<file path="src/rtl/rwl_decode_ctrl_if.sv">
// Request/response bus between a read requester and rwl_decode_ctrl.
// rd_addr_par exists only when RWL_ADDR_PARITY_EN is defined.
interface rwl_decode_ctrl_if #(
    parameter int ADDR_W   = 8,
    parameter int NUM_ROWS = 256
);
    logic                rd_req;
    logic [ADDR_W-1:0]   rd_addr;
`ifdef RWL_ADDR_PARITY_EN
    logic                rd_addr_par;
`endif
    logic                rd_rdy;
    logic [NUM_ROWS-1:0] rwl;
    logic                rd_done;
    logic                rd_err;

    modport master (
        output rd_req, rd_addr,
`ifdef RWL_ADDR_PARITY_EN
        output rd_addr_par,
`endif
        input  rd_rdy, rwl, rd_done, rd_err
    );

    modport slave (
        input  rd_req, rd_addr,
`ifdef RWL_ADDR_PARITY_EN
        input  rd_addr_par,
`endif
        output rd_rdy, rwl, rd_done, rd_err
    );
endinterface

</file>
<file path="src/rtl/rwl_decode_ctrl.sv">
// Read-wordline decoder/timer: registered one-hot RWL pulse followed by an all-zero gap.
// Optional macro RWL_ADDR_PARITY_EN adds an even-parity check of rd_addr on accept.
module rwl_decode_ctrl #(
    parameter int ADDR_W    = 8,
    parameter int NUM_ROWS  = 256,
    parameter int PULSE_CYC = 2,
    parameter int REC_CYC   = 1
) (
    input logic              clk,
    input logic              rst,
    rwl_decode_ctrl_if.slave bus
);
    localparam int MAX_CYC = (PULSE_CYC > REC_CYC) ? PULSE_CYC : REC_CYC;
    localparam int CNT_W   = $clog2(MAX_CYC) + 1;
    localparam logic [ADDR_W:0] ROW_LIM = (ADDR_W+1)'(NUM_ROWS);

    typedef enum logic [1:0] {IDLE, SETUP, PULSE, RECOVER} state_t;

    state_t              state, state_nxt;
    logic [CNT_W-1:0]    cnt;
    logic [ADDR_W-1:0]   addr_q;
    logic                bad_q, bad_in, accept, cnt_zero;
    logic [NUM_ROWS-1:0] rwl_d, rwl_q;
    logic                done_d, err_d, done_q, err_q;

    assign accept   = bus.rd_req && (state == IDLE);
    assign cnt_zero = (cnt == '0);

`ifdef RWL_ADDR_PARITY_EN
    assign bad_in = ({1'b0, bus.rd_addr} >= ROW_LIM) || ((^bus.rd_addr) != bus.rd_addr_par);
`else
    assign bad_in = ({1'b0, bus.rd_addr} >= ROW_LIM);
`endif

    always_ff @(posedge clk or posedge rst) begin
        if (rst) state <= IDLE;
        else     state <= state_nxt;
    end

    always_comb begin
        state_nxt = state;
        case (state)
            IDLE:    if (accept) state_nxt = SETUP;
            SETUP:   state_nxt = PULSE;
            PULSE:   if (cnt_zero) state_nxt = RECOVER;
            RECOVER: if (cnt_zero) state_nxt = IDLE;
            default: state_nxt = IDLE;
        endcase
    end

    // Outputs are decoded from the state and then registered, so RWL/done/err
    // trail the state by one cycle and RWL comes straight from flops.
    always_comb begin
        rwl_d = '0;
        for (int i = 0; i < NUM_ROWS; i++)
            rwl_d[i] = (state == PULSE) && !bad_q && (addr_q == ADDR_W'(i));
        done_d = (state == RECOVER) && cnt_zero;
        err_d  = done_d && bad_q;
    end

    always_ff @(posedge clk or posedge rst) begin
        if (rst) begin
            cnt    <= '0;
            addr_q <= '0;
            bad_q  <= 1'b0;
            rwl_q  <= '0;
            done_q <= 1'b0;
            err_q  <= 1'b0;
        end else begin
            rwl_q  <= rwl_d;
            done_q <= done_d;
            err_q  <= err_d;
            if (accept) begin
                addr_q <= bus.rd_addr;
                bad_q  <= bad_in;
            end
            // Reloaded on entry to PULSE and RECOVER; never wraps.
            case (state)
                SETUP:   cnt <= CNT_W'(PULSE_CYC - 1);
                PULSE:   cnt <= cnt_zero ? CNT_W'(REC_CYC - 1) : cnt - CNT_W'(1);
                RECOVER: if (!cnt_zero) cnt <= cnt - CNT_W'(1);
                default: cnt <= cnt;
            endcase
        end
    end

    assign bus.rd_rdy  = (state == IDLE);
    assign bus.rwl     = rwl_q;
    assign bus.rd_done = done_q;
    assign bus.rd_err  = err_q;
endmodule

</file>
<file path="src/flat_wrapper.sv">
// flat-port wrapper written by rule: the top's interface ports become plain ports
module rwl_decode_ctrl_flat 
#(
    parameter int ADDR_W    = 8,
    parameter int NUM_ROWS  = 256,
    parameter int PULSE_CYC = 2,
    parameter int REC_CYC   = 1
)
  (clk, rst, bus_rd_req, bus_rd_addr, bus_rd_rdy, bus_rwl, bus_rd_done, bus_rd_err);
  rwl_decode_ctrl_if #(.ADDR_W(ADDR_W), .NUM_ROWS(NUM_ROWS)) bus_i ();
  input logic clk;
  input logic rst;
  input wire logic [$bits(bus_i.rd_req)-1:0] bus_rd_req;
  input wire logic [$bits(bus_i.rd_addr)-1:0] bus_rd_addr;
  output wire logic [$bits(bus_i.rd_rdy)-1:0] bus_rd_rdy;
  output wire logic [$bits(bus_i.rwl)-1:0] bus_rwl;
  output wire logic [$bits(bus_i.rd_done)-1:0] bus_rd_done;
  output wire logic [$bits(bus_i.rd_err)-1:0] bus_rd_err;
  assign bus_i.rd_req = bus_rd_req;
  assign bus_i.rd_addr = bus_rd_addr;
  assign bus_rd_rdy = bus_i.rd_rdy;
  assign bus_rwl = bus_i.rwl;
  assign bus_rd_done = bus_i.rd_done;
  assign bus_rd_err = bus_i.rd_err;
  rwl_decode_ctrl #(.ADDR_W(ADDR_W), .NUM_ROWS(NUM_ROWS), .PULSE_CYC(PULSE_CYC), .REC_CYC(REC_CYC)) u_core (.clk(clk), .rst(rst), .bus(bus_i));
endmodule
</file>
<file path="config.mk">
export PLATFORM = sky130hd
export DESIGN_NAME = rwl_decode_ctrl_flat
export DESIGN_NICKNAME = d
export VERILOG_FILES = /design/src/rtl/rwl_decode_ctrl_if.sv /design/src/rtl/rwl_decode_ctrl.sv /design/src/flat_wrapper.sv
export SDC_FILE = /design/constraint.sdc
export NUM_CORES = 1
export LEC_CHECK = 0
export ABC_CLOCK_PERIOD_IN_PS = 7800
export BUFFER_PORTS_ARGS = -buffer_cell sky130_fd_sc_hd__buf_4
export CAP_MARGIN = 20
export CORE_UTILIZATION = 47
export CTS_BUF_LIST = sky130_fd_sc_hd__clkbuf_4 sky130_fd_sc_hd__clkbuf_8
export CTS_CLUSTER_SIZE = 30
export DETAILED_ROUTE_END_ITERATION = 6
export PLACE_DENSITY = 0.89
export SETUP_SLACK_MARGIN = 0.3
export SYNTH_ARGS = -nofsm -noshare
export SYNTH_HDL_FRONTEND = slang
export SYNTH_SLANG_ARGS = --single-unit
</file>
<file path="constraint.sdc">
create_clock -name clk -period 7.8 [get_ports clk]
set_clock_uncertainty 0.15 [all_clocks]
set_input_delay 0.39 -clock clk [delete_from_list [all_inputs] [get_ports clk]]
set_output_delay 0.39 -clock clk [all_outputs]
set_load 0.02 [all_outputs]
</file>
; ---- Yosys cells after proc, flatten, opt, wreduce, memory -nomap -nowiden
; Index checks and enable logic that the tools add are counted.
[word_totals]
regBits = 269
[op_classes]
n_reduce_logical = 264
n_eq_ne = 262
mux = 7
n_addsub = 1
[op_table]
columns = operator, n
row1 = $eq 8x8->1 const B, 128
row2 = $eq 8x7->1 const B, 64
row3 = $logic_and 1x1->1, 258
row4 = $eq 8x6->1 const B, 32
row5 = $eq 8x5->1 const B, 16
row6 = $eq 8x4->1 const B, 8
row7 = $eq 8x3->1 const B, 4
row8 = $eq 8x2->1 const B, 2
row9 = $mux 2, 5
row10 = $eq 8x1->1 const B, 1
row11 = $logic_not 8->1, 1
row12 = $pmux 2 s4, 1
row13 = $ne 2x1->1 const B, 3
row14 = $pmux 2 s3, 1
row15 = $eq 2x2->1 const B, 2
row16 = $logic_not 2->1, 2
row17 = $reduce_and 3->1, 1
row18 = $reduce_bool 3->1, 1
row19 = $eq 2x1->1 const B, 1
row20 = $ne 2x2->1 const B, 1
row21 = $reduce_and 2->1, 1
row22 = $sub 2x1->2 const B, 1

; ---- Longest topological paths before layout
; Gate-level depths: netlist of run 1.
[logic_depth]
depth_word = 4
mapped_depth = 6
depth_no_buf = 5

; ---- Worst setup path after synthesis of run 1
; Ideal clock, no wire load.
[synth_timing]
kind = flip-flop to flip-flop
start = register u_core.state[0]
end = register u_core.state[1]
required_time_ps = 7525
period_less_slack_ps = 1701
slack_ps = 6099
path_stages_with_launch = 6
arrival_ps = 1426
cell_sequence = dfrtp_1 inv_1 ha_1 inv_1 o22ai_1 mux2_2
[synth_via]
elab_chain_len = 4
[synth_rtl]
columns = element, line_no
row1 = from (decl), rwl_decode_ctrl.sv:19  ; state_t state, state_nxt;
row2 = from (signal assigned), rwl_decode_ctrl.sv:37  ; else state <= state_nxt;
row3 = $logic_not 2->1 (*), -
row4 = named net bus_rd_rdy, flat_wrapper.sv:15  ; output wire logic [$bits(bus_i.rd_rdy)-1:0] bus_rd_rdy;
row5 = $logic_and 1x1->1, rwl_decode_ctrl.sv:26  ; assign accept = bus.rd_req && (state == IDLE);
row6 = $ne 2x1->1 (no source line), -
row7 = $reduce_and 3->1 (no source line), -
; The timed path passes the listed nets; every way through them passes the cells marked *.
; A chain may end at the register's enable or synchronous reset.

==> results of run 1 <==
Yosys cell counts:
cell type,count,area (um2)
sky130_fd_sc_hd__a31oi_1,1,6.260
sky130_fd_sc_hd__and3b_2,1,10.01
sky130_fd_sc_hd__nor2_1,259,972.2
sky130_fd_sc_hd__nor3b_4,1,18.77
sky130_fd_sc_hd__buf_2,18,90.09
sky130_fd_sc_hd__nand3_1,6,30.03
sky130_fd_sc_hd__nor2_4,2,22.52
sky130_fd_sc_hd__buf_4,12,90.09
sky130_fd_sc_hd__clkbuf_1,2,7.510
sky130_fd_sc_hd__mux2_2,9,101.4
sky130_fd_sc_hd__a21oi_1,5,25.02
sky130_fd_sc_hd__dfrtp_1,269,6731
sky130_fd_sc_hd__or2_2,1,6.260
sky130_fd_sc_hd__o22ai_1,1,6.260
sky130_fd_sc_hd__and2_1,2,12.51
sky130_fd_sc_hd__buf_6,5,56.30
sky130_fd_sc_hd__nand3_2,3,30.03
sky130_fd_sc_hd__and2b_1,3,22.52
sky130_fd_sc_hd__conb_1,1,3.750
sky130_fd_sc_hd__or2b_1,2,15.01
sky130_fd_sc_hd__nand4_1,5,31.28
sky130_fd_sc_hd__and3_1,1,6.260
sky130_fd_sc_hd__a211oi_1,1,7.510
sky130_fd_sc_hd__o21ai_0,2,10.01
sky130_fd_sc_hd__buf_1,3,11.26
sky130_fd_sc_hd__ha_1,6,75.07
sky130_fd_sc_hd__nor2_2,1,6.260
sky130_fd_sc_hd__inv_1,8,30.03
sky130_fd_sc_hd__nand2_1,26,97.59
sky130_fd_sc_hd__nor2b_1,3,18.77
sky130_fd_sc_hd__and3b_1,2,17.52
where the power goes:
group          switching, mW  internal (mW)
combinational          0.364          0.134
sequential            0.0727           1.44
clock                  0.520          0.691
through the flow:
stage / hold WS [ns] / area, um2
4_1_cts: 0.09076 / 11600
3_3_place_gp: 0.3983 / 10640
6_report: 0.1083 / 11620
5_1_grt: 0.1411 / 11620
3_5_place_dp: 0.4016 / 10640
2_1_floorplan: 0.3821 / 8573
layer usage:
layer	global-route usage	share of wire	up-vias
met4	0.08852	0.019	0
li1	-	-	2585
met5	0	0	-
met3	0.07926	0.085	43
met1	0.2873	0.37	3060
met2	0.4464	0.52	269
area by class of cell:
class	instances	area [um2]	share of cell area
tap	229	286.5	0.02465
sequential	269	6731	0.5791
timing repair buffer	280	2150	0.1849
inverter	8	33.78	0.002906
clock inverter	1	7.507	0.0006459
multi-input combinational	344	1553	0.1336
clock buffer	69	862.1	0.07417
how the worst min path moves through the flow:
| stage | slack, ns | start | cells after the start | to |
|---|---|---|---|---|
| 5_1_grt | 0.14 | bus_rd_req | 3 | u_core.state[0]$_DFFE_PP0P_ |
| 4_1_cts | 0.09 | bus_rd_req | 3 | u_core.state[0]$_DFFE_PP0P_ |
| 3_3_place_gp | 0.40 | u_core.state[1]$_DFFE_PP0P_ | 1 | u_core.state[1]$_DFFE_PP0P_ |
| 3_5_place_dp | 0.40 | u_core.addr_q[3]$_DFFE_PP0P_ | 1 | u_core.addr_q[3]$_DFFE_PP0P_ |
| 2_1_floorplan | 0.38 | u_core.addr_q[3]$_DFFE_PP0P_ | 1 | u_core.addr_q[3]$_DFFE_PP0P_ |
| 6_report | 0.11 | bus_rd_req | 3 | u_core.state[0]$_DFFE_PP0P_ |
cell families after synthesis:
group / count (synthesis) / share of synthesized area
buf+inv: 48 / 0.03329
other cells: 1 / 0.0004376
compound gates: 10 / 0.006425
flops: 269 / 0.7855
fa+ha+maj: 6 / 0.008760
mux: 9 / 0.01183
simple gates: 318 / 0.1537
worst max-delay path, delay by kind of cell:
family   cells  cell delay [ns]
buf+inv      5             2.06
registers in the layout (all words and copies together) (netlist names):
register	flops
u_core.addr_q	8
u_core.bus.rd_done	1
u_core.bus.rwl	256
u_core.cnt	2
u_core.state	2
==> run summary, run 1 <==
Buffers inserted during clock tree synthesis total 41. In this run the static leakage power is 6.101 nW. Final period utilization: 0.2763. The final core utilization came out at 0.6493.

The total placed cells including tap cells is 1,120, and the final number of hold-violating endpoints is 0. Share of post-route cells with drive strength above 1: 0.3708. The actual transition at the worst max-transition pin is 0.9673 ns, and the number of different library cells in the post-synthesis netlist is 31. The number of setup buffers added after CTS was 0. CTS placed an instance of sky130_fd_sc_hd__clkbuf_8 at the clock tree root.

The iteration-0 DRC count of the detailed router is 234, and the required time at the endpoint of the critical path is 8.16 ns. Relative to the synthesized area, the layout overhead comes to 35.64%. Fill cells in the final layout number 1,269. The number of iterations in the first detailed-routing pass was 5; the setup violation total in the final timing report was 0.

For the worst setup path, the data arrival time is 2.52 ns. The die covers 18,780 um2. Measured along the x axis, the die boundary spans 137.0 um. The time the worst path needs with I/O delays and setup came out at 2.155 ns. Gates resized during post-CTS repair numbered 0. In the final routed layout, each cell accounts on average for 19.94 um.

The worst-case headroom to the max-slew limit came out at 0.3551. TritonCTS built the clock tree. The first-pass GRT wire length is 34,570 um, and the placed wire-length estimate is 15,380 um. After floorplanning, the core was divided into 49 placement rows. The synthesized netlist occupies a cell area of 8569 um2. Entering global routing, the biggest net connects 142 pins. The tools report the peak supply drop as 176.7 uV. Walking the worst path, the cells encountered are dlygate4sd3_1 -> buf_4 -> clkinvlp_4 -> buf_12 -> buf_4.

The total routed wirelength was 23,930 um. Counting every sink on the clock net gives 269. The portion of the post-synthesis area used by sequential elements was 0.7855; the register-to-register setup slack was 5.74 ns. Kind of end point of the critical path: an async pin.

The run gives 0 as the remaining antenna violation count after routing. The tools report the capturing point of the worst reg2reg path as u_core.bus.rwl[252]$_DFF_PP0_. The tools report the via total after detailed routing as 5,957.

The region available for standard cell placement spans 17,900 um2. The post-synth net total was 678. In this run the tool buffered the top-level ports with 268 buffer cells. Of all nets on the critical path, the largest fanout is 78. The clock tree synthesis step divided the H-tree into 2 levels. In this run the worst setup path terminates at u_core.bus.rwl[213]$_DFF_PP0_. Leaving out fill and tap cells, the most frequent cells in the layout are 269 x sky130_fd_sc_hd__buf_4, 269 x sky130_fd_sc_hd__dfrtp_1, 259 x sky130_fd_sc_hd__nor2_1. 270 I/O pins were placed. During synthesis, Yosys emitted a total of 0 warnings. Setup repair after global routing left no endpoint under its margin.

The worst setup path is launched from a primary input. The DRC violations left is 0. 0 antenna diodes ended up in the layout. The number of buffers inserted for hold repair after clock tree synthesis came out at 9. The worst register-to-register path begins at u_core.addr_q[6]$_DFFE_PP0P_.

After detailed routing, the number of vias per cell comes to 4.964. The later pin in the worst-skew pair is clocked with a latency of 0.52 ns. For the initial antenna violation count, the log shows 0.

In the post-route analysis, the smallest setup slack over all paths is 5.645 ns. Static timing analysis puts the maximum clock frequency at 464.0 MHz. The tightest min-delay check is of the in -> reg type.

In this run the deepest clock path goes through 3 buffers. Total count of max-transition violations in the final report: 0. The synthesized design contains 269 register bits. The total power consumption of the routed design was 3.225 mW. The tools report the via count of the first global-routing pass as 6,187. By instance count, the cell type seen most on the critical path is sky130_fd_sc_hd__buf_4.

The die is 137.0 um tall. The run gives 0 as the total overflow reported by the global router. The synthesized netlist cell count was 661; the synthesized area per cell was 12.96 um2. In this design, the stage delay of the slowest critical-path cell is 0.78 ns.

The final instance count without filler cells was 1,200; the initial core utilization was 0.4787. For this design the ratio of total power to cell area is 277.5 nW/um2. Final sum of negative setup slack: 0 ns. The run finished with clean final reports.

The critical path in this run is classified as in -> async. After clock tree synthesis, the clock-pin slew on the worst setup and hold paths is 0.06 ns. The worst-case reg-to-reg path depth came out at 2. Max-cap violations in this run came to 0. For the routability-driven placement congestion ratio, the log shows 0.7447.

For this design, the slowest cell found on the critical path is sky130_fd_sc_hd__buf_4. The tools report the global-route total usage across every layer as 0.2526. The net total in the final layout came out at 961. The tools report the source of the critical timing path as rst. OpenSTA, run right after detailed placement, puts the worst setup slack at 5.359 ns.
Power figures use the tool's default switching activity.
==> run 2, diff against run 1 <==
--- a/config.mk
+++ b/config.mk
@@ -5,14 +5,14 @@
 export SDC_FILE = /design/constraint.sdc
 export NUM_CORES = 1
 export LEC_CHECK = 0
-export ABC_CLOCK_PERIOD_IN_PS = 7800
+export ABC_CLOCK_PERIOD_IN_PS = 2170
 export BUFFER_PORTS_ARGS = -buffer_cell sky130_fd_sc_hd__buf_4
 export CAP_MARGIN = 20
-export CORE_UTILIZATION = 47
+export CORE_UTILIZATION = 50
 export CTS_BUF_LIST = sky130_fd_sc_hd__clkbuf_4 sky130_fd_sc_hd__clkbuf_8
 export CTS_CLUSTER_SIZE = 30
 export DETAILED_ROUTE_END_ITERATION = 6
-export PLACE_DENSITY = 0.89
+export PLACE_DENSITY = 0.9
 export SETUP_SLACK_MARGIN = 0.3
 export SYNTH_ARGS = -nofsm -noshare
 export SYNTH_HDL_FRONTEND = slang
==> constraint.sdc (replaced) <==
create_clock -name clk -period 2.17 [get_ports clk]
set_clock_uncertainty 0.15 [all_clocks]
set_input_delay 0.1085 -clock clk [delete_from_list [all_inputs] [get_ports clk]]
set_output_delay 0.1085 -clock clk [all_outputs]
set_load 0.02 [all_outputs]
==> run 2 against run 1 <==
Net effect: sequential cell count unchanged; register-to-register slack worse by 5.4 ns; core utilization up 6.3 points; largest cell class unchanged; critical endpoint is now u_core.bus.rwl[130]$_DFF_PP0_; routed wire length down 1.8%; first-iteration DRC count up 39%; non-clock buffer count up 26; via count up 0.29%; sequential power rose to 3.6 times the previous value; combinational power rose to 4.0 times the previous value.
==> run summary, run 2 (synthesized netlist as in run 1, its figures left out) <==
The flow ran to the end, and the final reports show no timing, DRC or antenna violations. The final period utilization is 0.8321, and the maximum buffer depth of the clock tree is 3 (unchanged). The post-placement worst setup slack came out at 0.2526 ns (-5.106 ns). The global-route total usage across every layer was 0.2708 (+0.01819). The number of setup buffers added after CTS was 0 (unchanged); the final instance count without filler cells was 1,217 (+1.4%). Via total after detailed routing: 5,974 (+0.29%).

The number of fillers in the final layout was 1,091 (-14%). The tools report the type of element launching the critical path as a register. The number of buffer cells added on primary ports is 268 (unchanged).

The run gives 0.5149 (+0.03624) as the initial core utilization. The total leakage power was 6.220 nW (+1.9%); the iteration-0 DRC count of the detailed router was 325 (+39%). The number of iterations in the first detailed-routing pass was 4 (-1); the later-pin clock latency in the skew report was 0.53 ns (about the same). The area of placed instances was 10,840 um2 (+1.8%).

For the final sum of negative setup slack, the log shows 0 ns (unchanged). The run gives 35,250 um (+2.0%) as the first-pass GRT wire length. The overall die height works out to 132.9 um (-3.0%). Required time at the endpoint of the critical path: 2.40 ns (-5.76 ns).

The standard cell core area was 16,640 um2 (-7.0%). The tools report the kind of end point of the critical path as a register. The die width is 132.9 um (-3.0%), and the number of sinks driven by the clock tree is 269 (unchanged). The worst-case headroom to the max-slew limit was 0.6087 (+0.2536). Leaving out fill and tap cells, the most frequent cell in the layout is sky130_fd_sc_hd__buf_4.

The signal on the critical path passes through and2b_1 -> nand2_1 -> nor2_1. The power density of the placed cells is 992.6 nW/um2 (+260%). Among cell families on the critical path, the largest total delay comes from simple AND/OR/NAND/NOR gates.

The standard-cell row count is 47 (-4.1%). The storage element area is 6731 um2 (unchanged). For the die area, the log shows 17,670 um2 (-5.9%). Setup repair after global routing could not meet its margin everywhere. The via density per instance is 4.909 (-1.1%), and the net total in the final layout is 987 (+2.7%).

From synthesis to final layout, the design area changed by 38.31%. In this run the clock root is driven by a sky130_fd_sc_hd__clkbuf_8. I/O pin count: 270 (unchanged). The run gives 0 (unchanged) as the total overflow reported by the global router. The run gives 1,137 (+1.5%) as the total placed cells including tap cells.

The run gives 0 (unchanged) as the number of inserted diodes. The kind of critical path was reg -> reg. The number of buffer and inverter instances along the worst setup path is 0 (-5), and the number of buffers created by CTS is 41 (unchanged).

Kind of path behind the tightest hold check: in -> async. TritonCTS built the clock tree. The data arrival at the endpoint of the critical path was 2.03 ns (-0.49 ns); the remaining antenna violation count after routing was 0 (unchanged).

The tools report the routability-driven placement congestion ratio as 0.7864 (+5.6%). The via count of the first global-routing pass was 6,337 (+2.4%). The time the worst path needs with I/O delays and setup was 1.806 ns; the final number of hold-violating endpoints was 0 (unchanged). The top cell types in the final layout, fill and taps aside, are 294 x sky130_fd_sc_hd__buf_4, 269 x sky130_fd_sc_hd__dfrtp_1, 259 x sky130_fd_sc_hd__nor2_1. The clock transition at the register clock pins on the worst setup and hold paths after CTS is 0.06 ns (about the same). The maximum level of the CTS H-tree is 2 (unchanged), and the achievable frequency is 553.8 MHz. The share of post-route cells with drive strength above 1 was 0.3982 (+0.02744). The minimum setup slack in the final design is 0.3643 ns (-5.281 ns), and the total routed wirelength is 23,490 um (-1.8%). Initial antenna violation count: 0 (unchanged). The max-capacitance violation count is 0 (unchanged), and the area of the multi-input gates is 1595 um2 (+2.7%). The highest net fanout along the worst path came out at 16 (-79%).

The largest individual stage delay along the critical path comes from the cell sky130_fd_sc_hd__dfrtp_1. Setup violation total in the final timing report: 0 (unchanged). The peak supply drop was 797.3 uV (+350%); the DRC violations left was 0 (unchanged). The post-route standard cell area excluding fillers is 11,850 um2 (+2.0%), and the highest cell delay on the worst timing path is 0.64 ns (-0.14 ns). The number of flip-flops in the largest register is 256 (unchanged), and the placed wire-length estimate is 15,550 um (+1.1%). The actual transition at the worst max-transition pin was 0.5856 ns (-0.3818 ns); the post-detailed-route wirelength per cell was 19.30 um (-3.2%). The logs give 0 (unchanged) for the total count of max-transition violations in the final report and 93 (-35%) for the pin count of the biggest net entering global routing.
-- run 2: cell count changes in the layout (fill, tap and decap cells not counted), moves of 2 or more --
cell	previous run	this run
sky130_fd_sc_hd__nand3_2	3	1
sky130_fd_sc_hd__and3b_1	2	0
sky130_fd_sc_hd__clkbuf_8	55	51
sky130_fd_sc_hd__nand2_2	0	9
sky130_fd_sc_hd__nand3_4	0	2
sky130_fd_sc_hd__nand2_1	26	17
sky130_fd_sc_hd__and3b_2	1	3
sky130_fd_sc_hd__buf_4	269	294
sky130_fd_sc_hd__inv_6	0	2
-- run 2: layout make-up --
type	instances	area share
Sequential cell	269	0.5679
Timing Repair Buffer	306	0.1980
Multi-Input combinational cell	344	0.1346
Clock buffer	66	0.06872
Tap cell	220	0.02322
Clock inverter	4	0.004645
Inverter	8	0.002850
-- run 2: through the flow --
stage               utilization  power (mW)  hold WS (ns)
global placement         0.6514       7.345       0.03866
CTS                      0.7104       11.78       0.04028
floorplan                     -       6.790        0.1091
detailed placement       0.6514       7.416       0.05119
global route             0.7122       12.23       0.06815
finish                   0.7122       11.76       0.05129
-- run 2: report_power, final --
part	switching [mW]	internal [mW]
registers	0.254	5.19
logic	1.37	0.614
clock network	1.84	2.49
total	3.47	8.30
-- run 2: timing repair --
item | 4_1_cts | 5_1_grt
gates resized for setup | 5 | 9
hold buffers | 10 | 0
hold endpoints to repair | 169 | 0
setup endpoints to repair | 50 | 173
-- run 2: worst reg2reg max path: cells and delay by family (launching register included) --
family	cells	cell delay [ns]
simple gates	3	0.87
flops	1	0.64
-- run 2: worst paths after layout --
path                                               from                             to  slack (ns)  cells after the start
setup / recovery           u_core.addr_q[6]$_DFFE_PP0P_  u_core.bus.rwl[130]$_DFF_PP0_        0.36                      3
hold / removal                                      rst   u_core.bus.rwl[92]$_DFF_PP0_        0.05                      3
setup reg to reg           u_core.addr_q[6]$_DFFE_PP0P_  u_core.bus.rwl[130]$_DFF_PP0_        0.36                      3
hold reg to reg            u_core.addr_q[2]$_DFFE_PP0P_   u_core.addr_q[2]$_DFFE_PP0P_        0.42                      1
max in group asynchronous                           rst  u_core.bus.rwl[197]$_DFF_PP0_        0.93                      4
min in group clk                         bus_rd_addr[6]   u_core.addr_q[6]$_DFFE_PP0P_        0.22                      3
-- run 2: routing by layer --
layer / GRT usage / routed length [um]
met5: 0 / 0
met4: 0.09770 / 582
met3: 0.07395 / 1845
met2: 0.4793 / 12360
met1: 0.3152 / 8705
